[src/rtl/sysid_check_pkg.sv]
`default_nettype none
// ============================================================================
// sysid_check_pkg : shared state encoding, fail codes and sysid word addresses
// Revision: 1.0
// ============================================================================
package sysid_check_pkg;

  typedef enum logic [2:0] {
    ST_IDLE   = 3'd0,
    ST_REQ_ID = 3'd1,
    ST_LAT_ID = 3'd2,
    ST_REQ_TS = 3'd3,
    ST_LAT_TS = 3'd4,
    ST_CHECK  = 3'd5,
    ST_FINISH = 3'd6
  } state_t;

  localparam logic [1:0] FAIL_NONE    = 2'd0;
  localparam logic [1:0] FAIL_ID      = 2'd1;
  localparam logic [1:0] FAIL_TS      = 2'd2;
  localparam logic [1:0] FAIL_TIMEOUT = 2'd3;

  localparam logic ADDR_ID = 1'b0;
  localparam logic ADDR_TS = 1'b1;

endpackage
`default_nettype wire

[src/rtl/sysid_read_port.sv]
`default_nettype none
// ============================================================================
// sysid_read_port : Avalon-MM read strobe/address hold, accept detect, latency
//                   counter and capture strobe for the sysid boot checker.
// Revision: 1.0
// ============================================================================
module sysid_read_port
  import sysid_check_pkg::*;
#(
  parameter int READ_LATENCY = 0
) (
  input  logic        clock_i,
  input  logic        reset_i,
  input  logic        req_i,
  input  logic        addr_i,
  input  logic        chain_i,
  input  logic        abort_i,
  input  logic        waitrequest_i,
  input  logic [31:0] readdata_i,
  output logic        read_o,
  output logic        address_o,
  output logic        accept_o,
  output logic        capture_o,
  output logic [31:0] data_o
);

  logic read_q, read_d;
  logic addr_q, addr_d;
  logic w_accept;

  assign w_accept  = read_q & ~waitrequest_i;
  assign accept_o  = w_accept;
  assign read_o    = read_q;
  assign address_o = addr_q;
  assign data_o    = readdata_i;

  // A chained accept keeps read high and moves straight to the timestamp word.
  always_comb begin
    read_d = read_q;
    addr_d = addr_q;
    if (abort_i) begin
      read_d = 1'b0;
    end else if (read_q) begin
      if (w_accept) begin
        read_d = chain_i;
        addr_d = chain_i ? ADDR_TS : addr_q;
      end
    end else if (req_i) begin
      read_d = 1'b1;
      addr_d = addr_i;
    end
  end

  always_ff @(posedge clock_i or posedge reset_i) begin
    if (reset_i) begin
      read_q <= 1'b0;
      addr_q <= ADDR_ID;
    end else begin
      read_q <= read_d;
      addr_q <= addr_d;
    end
  end

  generate
    if (READ_LATENCY == 0) begin : g_lat_zero
      assign capture_o = w_accept;
    end else begin : g_lat_count
      logic [1:0] cnt_q;
      logic       pend_q;

      always_ff @(posedge clock_i or posedge reset_i) begin
        if (reset_i) begin
          cnt_q  <= 2'd0;
          pend_q <= 1'b0;
        end else if (abort_i) begin
          pend_q <= 1'b0;
        end else if (w_accept) begin
          cnt_q  <= 2'(READ_LATENCY - 1);
          pend_q <= 1'b1;
        end else if (pend_q) begin
          if (cnt_q == 2'd0) begin
            pend_q <= 1'b0;
          end else begin
            cnt_q <= cnt_q - 2'd1;
          end
        end
      end

      assign capture_o = pend_q && (cnt_q == 2'd0);
    end
  endgenerate

endmodule
`default_nettype wire

[config.mk]
export PLATFORM = sky130hd
export DESIGN_NAME = sysid_read_port
export DESIGN_NICKNAME = d
export VERILOG_FILES = /design/src/rtl/sysid_check_pkg.sv /design/src/rtl/sysid_read_port.sv
export SDC_FILE = /design/constraint.sdc
export NUM_CORES = 1
export LEC_CHECK = 0
export ABC_CLOCK_PERIOD_IN_PS = 1100
export BUFFER_PORTS_ARGS = -buffer_cell sky130_fd_sc_hd__buf_2
export CAP_MARGIN = 25
export CORE_MARGIN = 1
export CORE_UTILIZATION = 23
export DETAILED_ROUTE_END_ITERATION = 10
export PLACE_DENSITY = 0.77
export SETUP_SLACK_MARGIN = 0.02
export SYNTH_ARGS = -nofsm -noshare
export SYNTH_HDL_FRONTEND = slang
export SYNTH_SLANG_ARGS = --single-unit
[constraint.sdc]
create_clock -name clock_i -period 1.1 [get_ports clock_i]
set_clock_uncertainty 0.05 [all_clocks]
set_input_delay 0.165 -clock clock_i [delete_from_list [all_inputs] [get_ports clock_i]]
set_output_delay 0.165 -clock clock_i [all_outputs]
set_load 0.01 [all_outputs]
==> flow_summary_export.csv, run 1 <==
group,metric,value,unit
global_route,grt_max_degree,4,
layout,post_layout_nonfiller_instances,40,
power,pwr_density_cell,1380,nW/um2
route,vias,154,
global_route,grt_pass1_vias,143,
timing,tns,0,ps
critical_path,r2r-end,"address_o$_DFFE_PP0P_",
global_route,grt_first_pass_wirelength,545,um
critical_path,crit_path_end,"capture_o",
critical_path,startpoint,"read_o$_DFF_PP0_",
run_status,status,"finished clean",
timing,rsz0062_at_grt,"yes",
layout,fin_nets,66,
timing,setup_violations,0,
place,gp_congestion,0.623,
critical_path,reg2reg_depth,4,
logic_synthesis,yosysWarnings,0,
layout,diodes,0,
clock_tree,cts_tree,"yes",
clock_tree,clock-sinks,2,
global_route,gr-total-overflow,0,
global_route,antenna_found_initial,0,
clock_tree,cts_buffers,3,
critical_path,required,880,ps
floorplan,die_area,1720,um2
logic_synthesis,syn_avg_cell_area,8.32,um2
clock_tree,cts_root_buf,"clkbuf_4",
hold_path,worstHoldPathType,"input port to flop",
layout,areaGrowthSynthToFinish,-35.0,%
place,place_inst,35,
floorplan,io_pins,75,
logic_synthesis,synth_area,358,um2
route,firstDrtPassIters,1,
floorplan,initial_core_util,26.2,%
place,dpl_cell_area,179,um2
timing,final.min_clock_period,1080,ps
clock_tree,cts_buffer_depth,2,
route,drtIter0Drc,0,
place,port-buffer-count,10,
layout,fill_cells,177,
power,ir_drop,0.481,mV
floorplan,coreArea,1370,um2
timing,worst_pin_slew,151,ps
timing,period_share,98.3,%
route,wl,408,um
critical_path,regToRegSetupSlack,90,ps
timing,maxSlewViolCount,0,
critical_path,regToRegStartpoint,"read_o$_DFF_PP0_",
floorplan,die_h,41.4,um
logic_synthesis,ys_types,10,
critical_path,path_class,"flop to output port",
logic_synthesis,synthCells,43,
critical_path,start_kind,"flop",
route,drc,0,
route,vias_per_cell,3.85,
global_route,track_usage,4.83,%
clock_tree,clkLatencyLatePin,220,ps
critical_path,arrival,870,ps
floorplan,rows,13,
route,ant_nets,0,
floorplan,die_w,41.4,um
route,wire_per_inst,10.2,um
critical_path,path_max_fanout,3,
layout,drive_gt1_share,68.0,%
timing,fmax,0.925,GHz
clock_tree,clk_pin_slew,30,ps
logic_synthesis,synth-seq-area-share,14.0,%
logic_synthesis,syn_nets,82,
timing,finalHoldViolCount,0,
layout,design_area,233,um2
logic_synthesis,ys_ff_latch,2,
run,cap_violations,0,
timing,slew-limit-headroom,89.8,%
clock_tree,h-tree-depth,1,
power,leakage,0.000113,uW
critical_path,worstSetupEndpointType,"output port",
## critical path, stage by stage (launching register included)
cell and delay (ps):
dfrtp_1 380, nor2b_4 130, buf_2 130
## cell usage in the layout (no fill, tap or decap)
cell type	count
clkbuf_4	3
buf_2	9
a21oi_2	1
nand2b_4	1
buf_4	1
a21oi_1	1
inv_1	1
dlygate4sd3_1	1
buf_6	1
nand3b_1	1
dfrtp_1	2
o21ai_0	1
o32a_1	1
nor2b_4	1
## power by group
part | switching, uW | total [uW] | leakage [uW] | internal, uW
Sequential | 5.43 | 88.9 | 0.0000238 | 83.5
Clock | 39.5 | 160 | 0.0000138 | 120
Combinational | 30.1 | 72.1 | 0.0000758 | 41.9
Total | 75.1 | 321 | 0.000113 | 246
## logic make-up (layout without fill, tap and decap cells)
kind of cell	count (synthesis)	in the layout	share of synthesized area, %
buffers and inverters	34	16	70.3
AOI/OAI and AO/OA	4	4	8.04
and+or+nand+nor	3	3	7.69
DFF	2	2	14.0
## cell usage after synthesis, drive strengths merged
| cell | instances | share of area, % |
|---|---|---|
| buf | 33 | 69 |
| a21oi | 2 | 3.8 |
| dfrtp | 2 | 14 |
| inv | 1 | 1.0 |
| nand2b | 1 | 3.8 |
| nand3b | 1 | 2.1 |
| nor2b | 1 | 1.7 |
| o21ai | 1 | 1.4 |
| o32a | 1 | 2.8 |
## through the flow
step	util, %	total power, uW	hold WS, ps	setup WS [ps]
after detailed placement	13.1	149	-32.1	99.4
final	17.0	321	94.9	18.6
after CTS	17.0	338	82.4	4.01
after global placement	13.1	147	-33.3	117
after floorplan	-	241	-144	38.1
after global routing	17.0	345	94.4	-18.5
## worst min-delay path by stage
stage                       start                    end  cells after the start
after floorplan           reset_i  address_o$_DFFE_PP0P_                      1
after global placement    reset_i  address_o$_DFFE_PP0P_                      2
after detailed placement  reset_i  address_o$_DFFE_PP0P_                      2
after CTS                 abort_i       read_o$_DFF_PP0_                      2
after global routing      abort_i       read_o$_DFF_PP0_                      2
final                     abort_i       read_o$_DFF_PP0_                      2
## cell type report
type	count	area (um2)	share of cell area, %
inverter	1	3.75	1.61
tap	15	18.8	8.06
clock buffer	3	22.5	9.68
sequential	2	50.0	21.5
multi-input combinational	7	63.8	27.4
timing repair buffer	12	73.8	31.7
## routing by layer
| metal | share of wire, % | global-route usage, % | routed length [um] |
|---|---|---|---|
| met3 | 19 | 2.61 | 76 |
| met5 | 0 | 0 | 0 |
| met4 | 0 | 10.3 | 0 |
| met2 | 48 | 5.31 | 194 |
| met1 | 34 | 3.93 | 137 |
## repair_timing
action	CTS	global route
setup buffers	1	0
hold buffers	1	0
cloned	0	0
endpoints found under the hold margin	2	0
gates resized for setup	3	0
endpoints found under the setup margin	2	3
## state kept, by name, indices dropped and copies added, names as in the netlist
signal	cells
address_o	1
read_o	1
(Power assumes the default switching activity.)
==> run 2: changes to the inputs <==
- CORE_UTILIZATION: 23 -> 24
- CTS_BUF_LIST: unset -> sky130_fd_sc_hd__clkbuf_8
- PLACE_DENSITY: 0.77 -> 0.8
==> run 2 against run 1 <==
- sequential cell count unchanged
- worst setup slack got worse by 15 ps
- clock power increased by 79%
- clock-buffer cell count unchanged
- total power increased by 38%
- critical path type unchanged
- largest power group unchanged
==> flow_summary_export.csv, run 2 (same netlist as run 1, synthesis figures left out) <==
group,metric,value,unit
run_status,status,"finished clean",
clock_tree,cts_buffer_depth,2,
layout,design_area,250,um2
clock_tree,cts_tree,"yes",
critical_path,worstSetupEndpointType,"output port",
layout,final_cell_mix,"buf_2, clkbuf_8, dfrtp_1, buf_6",
route,drc,0,
timing,maxSlewViolCount,0,
power,ir_drop,0.244,mV
hold_path,worstHoldPathType,"input port to flop",
layout,layout_commonest_cell,"buf_2",
clock_tree,cts_root_buf,"clkbuf_8",
floorplan,rows,13,
route,wire_per_inst,12.3,um
route,firstDrtPassIters,1,
timing,whs,106,ps
timing,fmax,0.912,GHz
layout,fin_nets,65,
timing,setup_violations,0,
timing,worst_pin_slew,134,ps
global_route,track_usage,6.76,%
layout,post-route-util,18.5,%
route,ant_nets,0,
power,leakage,0.000117,uW
route,drtIter0Drc,0,
floorplan,io_pins,75,
critical_path,required,880,ps
floorplan,die_area,1650,um2
floorplan,initial_core_util,26.5,%
timing,rsz0062_at_grt,"yes",
critical_path,path_class,"flop to output port",
global_route,grt_pass1_vias,155,
run,cap_violations,0,
timing,tns,0,ps
place,port-buffer-count,10,
timing,final.min_clock_period,1100,ps
clock_tree,clk_pin_slew,30,ps
timing,slew-limit-headroom,91.0,%
place,place_inst,35,
clock_tree,clkLatencyLatePin,210,ps
critical_path,start_kind,"flop",
timing,period_share,99.7,%
place,dpl_cell_area,179,um2
route,vias,165,
clock_tree,cts_buffers,3,
layout,areaGrowthSynthToFinish,-30.1,%
clock_tree,h-tree-depth,1,
critical_path,path_max_fanout,5,
global_route,gr-total-overflow,0,
power,pwr_density_cell,1770,nW/um2
critical_path,arrival,880,ps
floorplan,die_w,40.6,um
layout,drive_gt1_share,66.7,%
clock_tree,clock-sinks,2,
floorplan,coreArea,1350,um2
timing,finalHoldViolCount,0,
layout,post_layout_nonfiller_instances,39,
global_route,grt_max_degree,6,
global_route,grt_first_pass_wirelength,621,um
floorplan,die_h,40.6,um
layout,diodes,0,
global_route,antenna_found_initial,0,
place,gp_congestion,0.493,
route,vias_per_cell,4.23,
route,wl,479,um
==> run 2: changes by cell type in the layout (fill, tap and decap cells not counted) <==
cell / delta
clkbuf_8: +3
clkbuf_4: -3
buf_4: -1
buf_2: -1
buf_6: +1
==> run 2: timing repair <==
| action | CTS | global route |
|---|---|---|
| setup buffers | 0 | 0 |
| endpoints found under the hold margin | 2 | 0 |
| resized for setup | 2 | 2 |
| setup endpoints to repair | 2 | 2 |
| hold buffers | 1 | 0 |
==> run 2: final cells by class <==
cell class              count  area (um2)
clock buffers               3        41.3
fillers                   151        1100
inverters                   1        3.75
multi-input cells           7        63.8
flip-flops and latches      2        50.0
well taps                  15        18.8
repair buffers             11        72.6
==> run 2: worst paths after layout <==
path / from / to / slack (ps) / cells past startpoint
min in group asynchronous: reset_i / address_o$_DFFE_PP0P_ / 290 / 3
setup reg to reg: read_o$_DFF_PP0_ / address_o$_DFFE_PP0P_ / 90 / 2
setup / recovery: read_o$_DFF_PP0_ / capture_o / 3 / 2
hold / removal: abort_i / read_o$_DFF_PP0_ / 110 / 2
hold reg to reg: address_o$_DFFE_PP0P_ / address_o$_DFFE_PP0P_ / 450 / 1
max in group asynchronous: reset_i / read_o$_DFF_PP0_ / 590 / 3
==> run 2: through the flow <==
step	power [uW]	worst slack [ps]
2_1_floorplan	241	38.1
6_report	443	3.35
3_5_place_dp	148	101
3_3_place_gp	146	113
5_1_grt	475	-64.0
4_1_cts	452	6.17
==> run 2: routing by layer <==
| layer | vias to the layer above | global-route usage (%) | wire [um] |
|---|---|---|---|
| li1 | 64 | - | - |
| met1 | 74 | 3.25 | 141 |
| met2 | 25 | 7.94 | 188 |
| met3 | 2 | 10.9 | 143 |
| met4 | 0 | 8.33 | 6 |
| met5 | - | 0 | 0 |
==> run 2: power breakdown <==
part | leakage (uW) | total (uW) | internal [uW] | switching (uW)
clock | 0.0000216 | 286 | 231 | 54.6
sequential | 0.0000238 | 90.5 | 83.5 | 6.92
combinational | 0.0000713 | 67.3 | 39.4 | 27.9
total | 0.000117 | 443 | 354 | 89.4
==> run 2: worst max-delay path: stages (launching register included) <==
cell	delay [ps]
dfrtp_1	380
nor2b_4	180
buf_6	110
==> run 3: changes to the inputs <==
--- a/config.mk
+++ b/config.mk
@@ -13,4 +13,5 @@
 export CTS_BUF_LIST = sky130_fd_sc_hd__clkbuf_8
 export DETAILED_ROUTE_END_ITERATION = 10
+export GPL_TIMING_DRIVEN = 0
 export PLACE_DENSITY = 0.8
 export SETUP_SLACK_MARGIN = 0.02
==> constraint.sdc (replaced) <==
create_clock -name clock_i -period 1.1 [get_ports clock_i]
set_clock_uncertainty 0.05 [all_clocks]
set_input_delay 0.055 -clock clock_i [delete_from_list [all_inputs] [get_ports clock_i]]
set_output_delay 0.055 -clock clock_i [all_outputs]
set_load 0.01 [all_outputs]
==> run 3 against run 2 <==
- final cell count grew to 2.6 times the previous value
- non-clock buffer count is 64 higher
- routed wire length is 70% higher
- total power is 37% higher
- critical path depth stayed put
- sequential share of layout area is 12 points lower
- clock power is 1% lower
- critical endpoint is now address_o$_DFFE_PP0P_
- maximum frequency is 7.9% higher
- die area stayed put
- utilization is 29 points higher
- sequential cell count stayed put
- global-route usage is 1.7 points higher
- critical path type is now flop to flop
- largest cell class unchanged
==> flow_summary_export.csv, run 3 (same netlist as run 1, synthesis figures left out) <==
group,metric,value,unit
critical_path,reg2reg_depth,2,
route,wl,813,um
timing,worst_slack,83.3,ps
critical_path,r2r-end,"address_o$_DFFE_PP0P_",
clock_tree,cts_root_buf,"clkbuf_8",
critical_path,path_class,"flop to flop",
critical_path,arrival,1050,ps
route,wire_per_inst,7.89,um
power,pwr_density_cell,946,nW/um2
global_route,grt_max_degree,6,
hold_path,min_path_cells,2,
floorplan,die_area,1650,um2
clock_tree,cts_buffers,3,
floorplan,coreArea,1350,um2
floorplan,die_h,40.6,um
floorplan,initial_core_util,26.5,%
route,vias,378,
clock_tree,clk_pin_slew,30,ps
route,firstDrtPassIters,2,
run_status,status,"finished clean",
power,leakage,0.000395,uW
layout,drive_gt1_share,90.9,%
layout,layout_commonest_cell,"buf_2",
clock_tree,clock-sinks,2,
power,ir_drop,0.321,mV
place,port-buffer-count,42,
route,vias_per_cell,3.67,
timing,maxSlewViolCount,0,
global_route,antenna_found_initial,0,
critical_path,worstSetupEndpointType,"flop",
clock_tree,cts_tree,"yes",
layout,fin_nets,129,
critical_path,path_max_fanout,5,
critical_path,regToRegStartpoint,"read_o$_DFF_PP0_",
timing,fmax,0.984,GHz
run,cap_violations,0,
critical_path,cp_top_family,"flip-flops",
route,drc,0,
hold_path,min_from,"abort_i",
timing,tns,0,ps
global_route,grt_first_pass_wirelength,793,um
critical_path,path_buf_inv,0,
hold_path,worstHoldPathType,"input port to flop",
timing,slew-limit-headroom,90.8,%
clock_tree,cts_setup_buffers,0,
route,drtIter0Drc,1,
global_route,gr-total-overflow,0,
clock_tree,cts_buffer_depth,2,
floorplan,die_w,40.6,um
timing,worst_pin_slew,137,ps
critical_path,path_cells,"nand2b_4 -> o32a_1",
place,gp_congestion,0.540,
timing,rsz0062_at_grt,"no",
layout,diodes,0,
global_route,grt_pass1_vias,194,
critical_path,start_kind,"flop",
floorplan,rows,13,
critical_path,max_stage_delay,400,ps
timing,period_share,92.4,%
critical_path,startpoint,"read_o$_DFF_PP0_",
critical_path,crit_slowest_cell,"dfrtp_1",
hold_path,holdPathEnd,"read_o$_DFF_PP0_",
layout,areaGrowthSynthToFinish,80.1,%
route,ant_nets,0,
layout,final_cell_mix,"buf_2, buf_4, clkbuf_8, dfrtp_1",
critical_path,regToRegSetupSlack,80,ps
global_route,track_usage,8.46,%
critical_path,required,1130,ps
timing,final.min_clock_period,1020,ps
place,dp_slack,89.3,ps
clock_tree,h-tree-depth,1,
clock_tree,clkLatencyLatePin,210,ps
timing,setup_violations,0,
timing,finalHoldViolCount,0,
floorplan,io_pins,75,
run 3: cell count changes in the layout (fill, tap and decap cells not counted), sizes merged:
cell / delta
buf: +64
run 3: worst max path at each step:
stage,end,slack (ps),depth (start not counted)
floorplan,address_o$_DFFE_PP0P_,80,2
global placement,address_o$_DFFE_PP0P_,100,2
detailed placement,address_o$_DFFE_PP0P_,90,2
CTS,address_o$_DFFE_PP0P_,80,2
global route,accept_o,40,2
finish,address_o$_DFFE_PP0P_,80,2
run 3: layer usage:
| layer | vias up | GRT usage (%) | part of all wire (%) |
|---|---|---|---|
| met5 | - | 0 | 0 |
| met4 | 0 | 10.0 | 0 |
| met3 | 0 | 6.52 | 16 |
| met2 | 37 | 13.1 | 52 |
| met1 | 149 | 5.86 | 32 |
| li1 | 192 | - | - |
run 3: what timing repair did:
action	4_1_cts	5_1_grt
endpoints found under the setup margin	1	0
hold buffers	1	0
resized for setup	3	0
hold endpoints to repair	2	0
run 3: layout make-up:
class | instances | area [um2]
Clock buffer | 3 | 41.3
Tap cell | 15 | 18.8
Timing Repair Buffer | 43 | 226
Buffer | 32 | 240
Sequential cell | 2 | 50.0
Multi-Input combinational cell | 7 | 63.8
Inverter | 1 | 3.75
Fill cell | 129 | 706
run 3: through the flow:
| step | instance area [um2] | hold slack [ps] | utilization, % | power [uW] | cells |
|---|---|---|---|---|---|
| finish | 644 | 10.6 | 47.7 | 610 | 103 |
| detailed placement | 587 | -134 | 43.5 | 324 | 100 |
| floorplan | 358 | -254 | - | 241 | 43 |
| CTS | 644 | 2.91 | 47.7 | 621 | 103 |
| global route | 644 | 1.19 | 47.7 | 661 | 103 |
| global placement | 587 | -146 | 43.5 | 319 | 100 |
run 3: power breakdown:
| group | internal, uW | total, uW | switching (uW) |
|---|---|---|---|
| logic | 148 | 237 | 89.7 |
| clock network | 231 | 282 | 51.6 |
| registers | 83.5 | 89.8 | 6.25 |
| total | 462 | 610 | 148 |
run 3: worst register-to-register path, stage by stage, from the launching register on:
cell and delay, ps:
dfrtp_1 400, nand2b_4 160, o32a_1 280
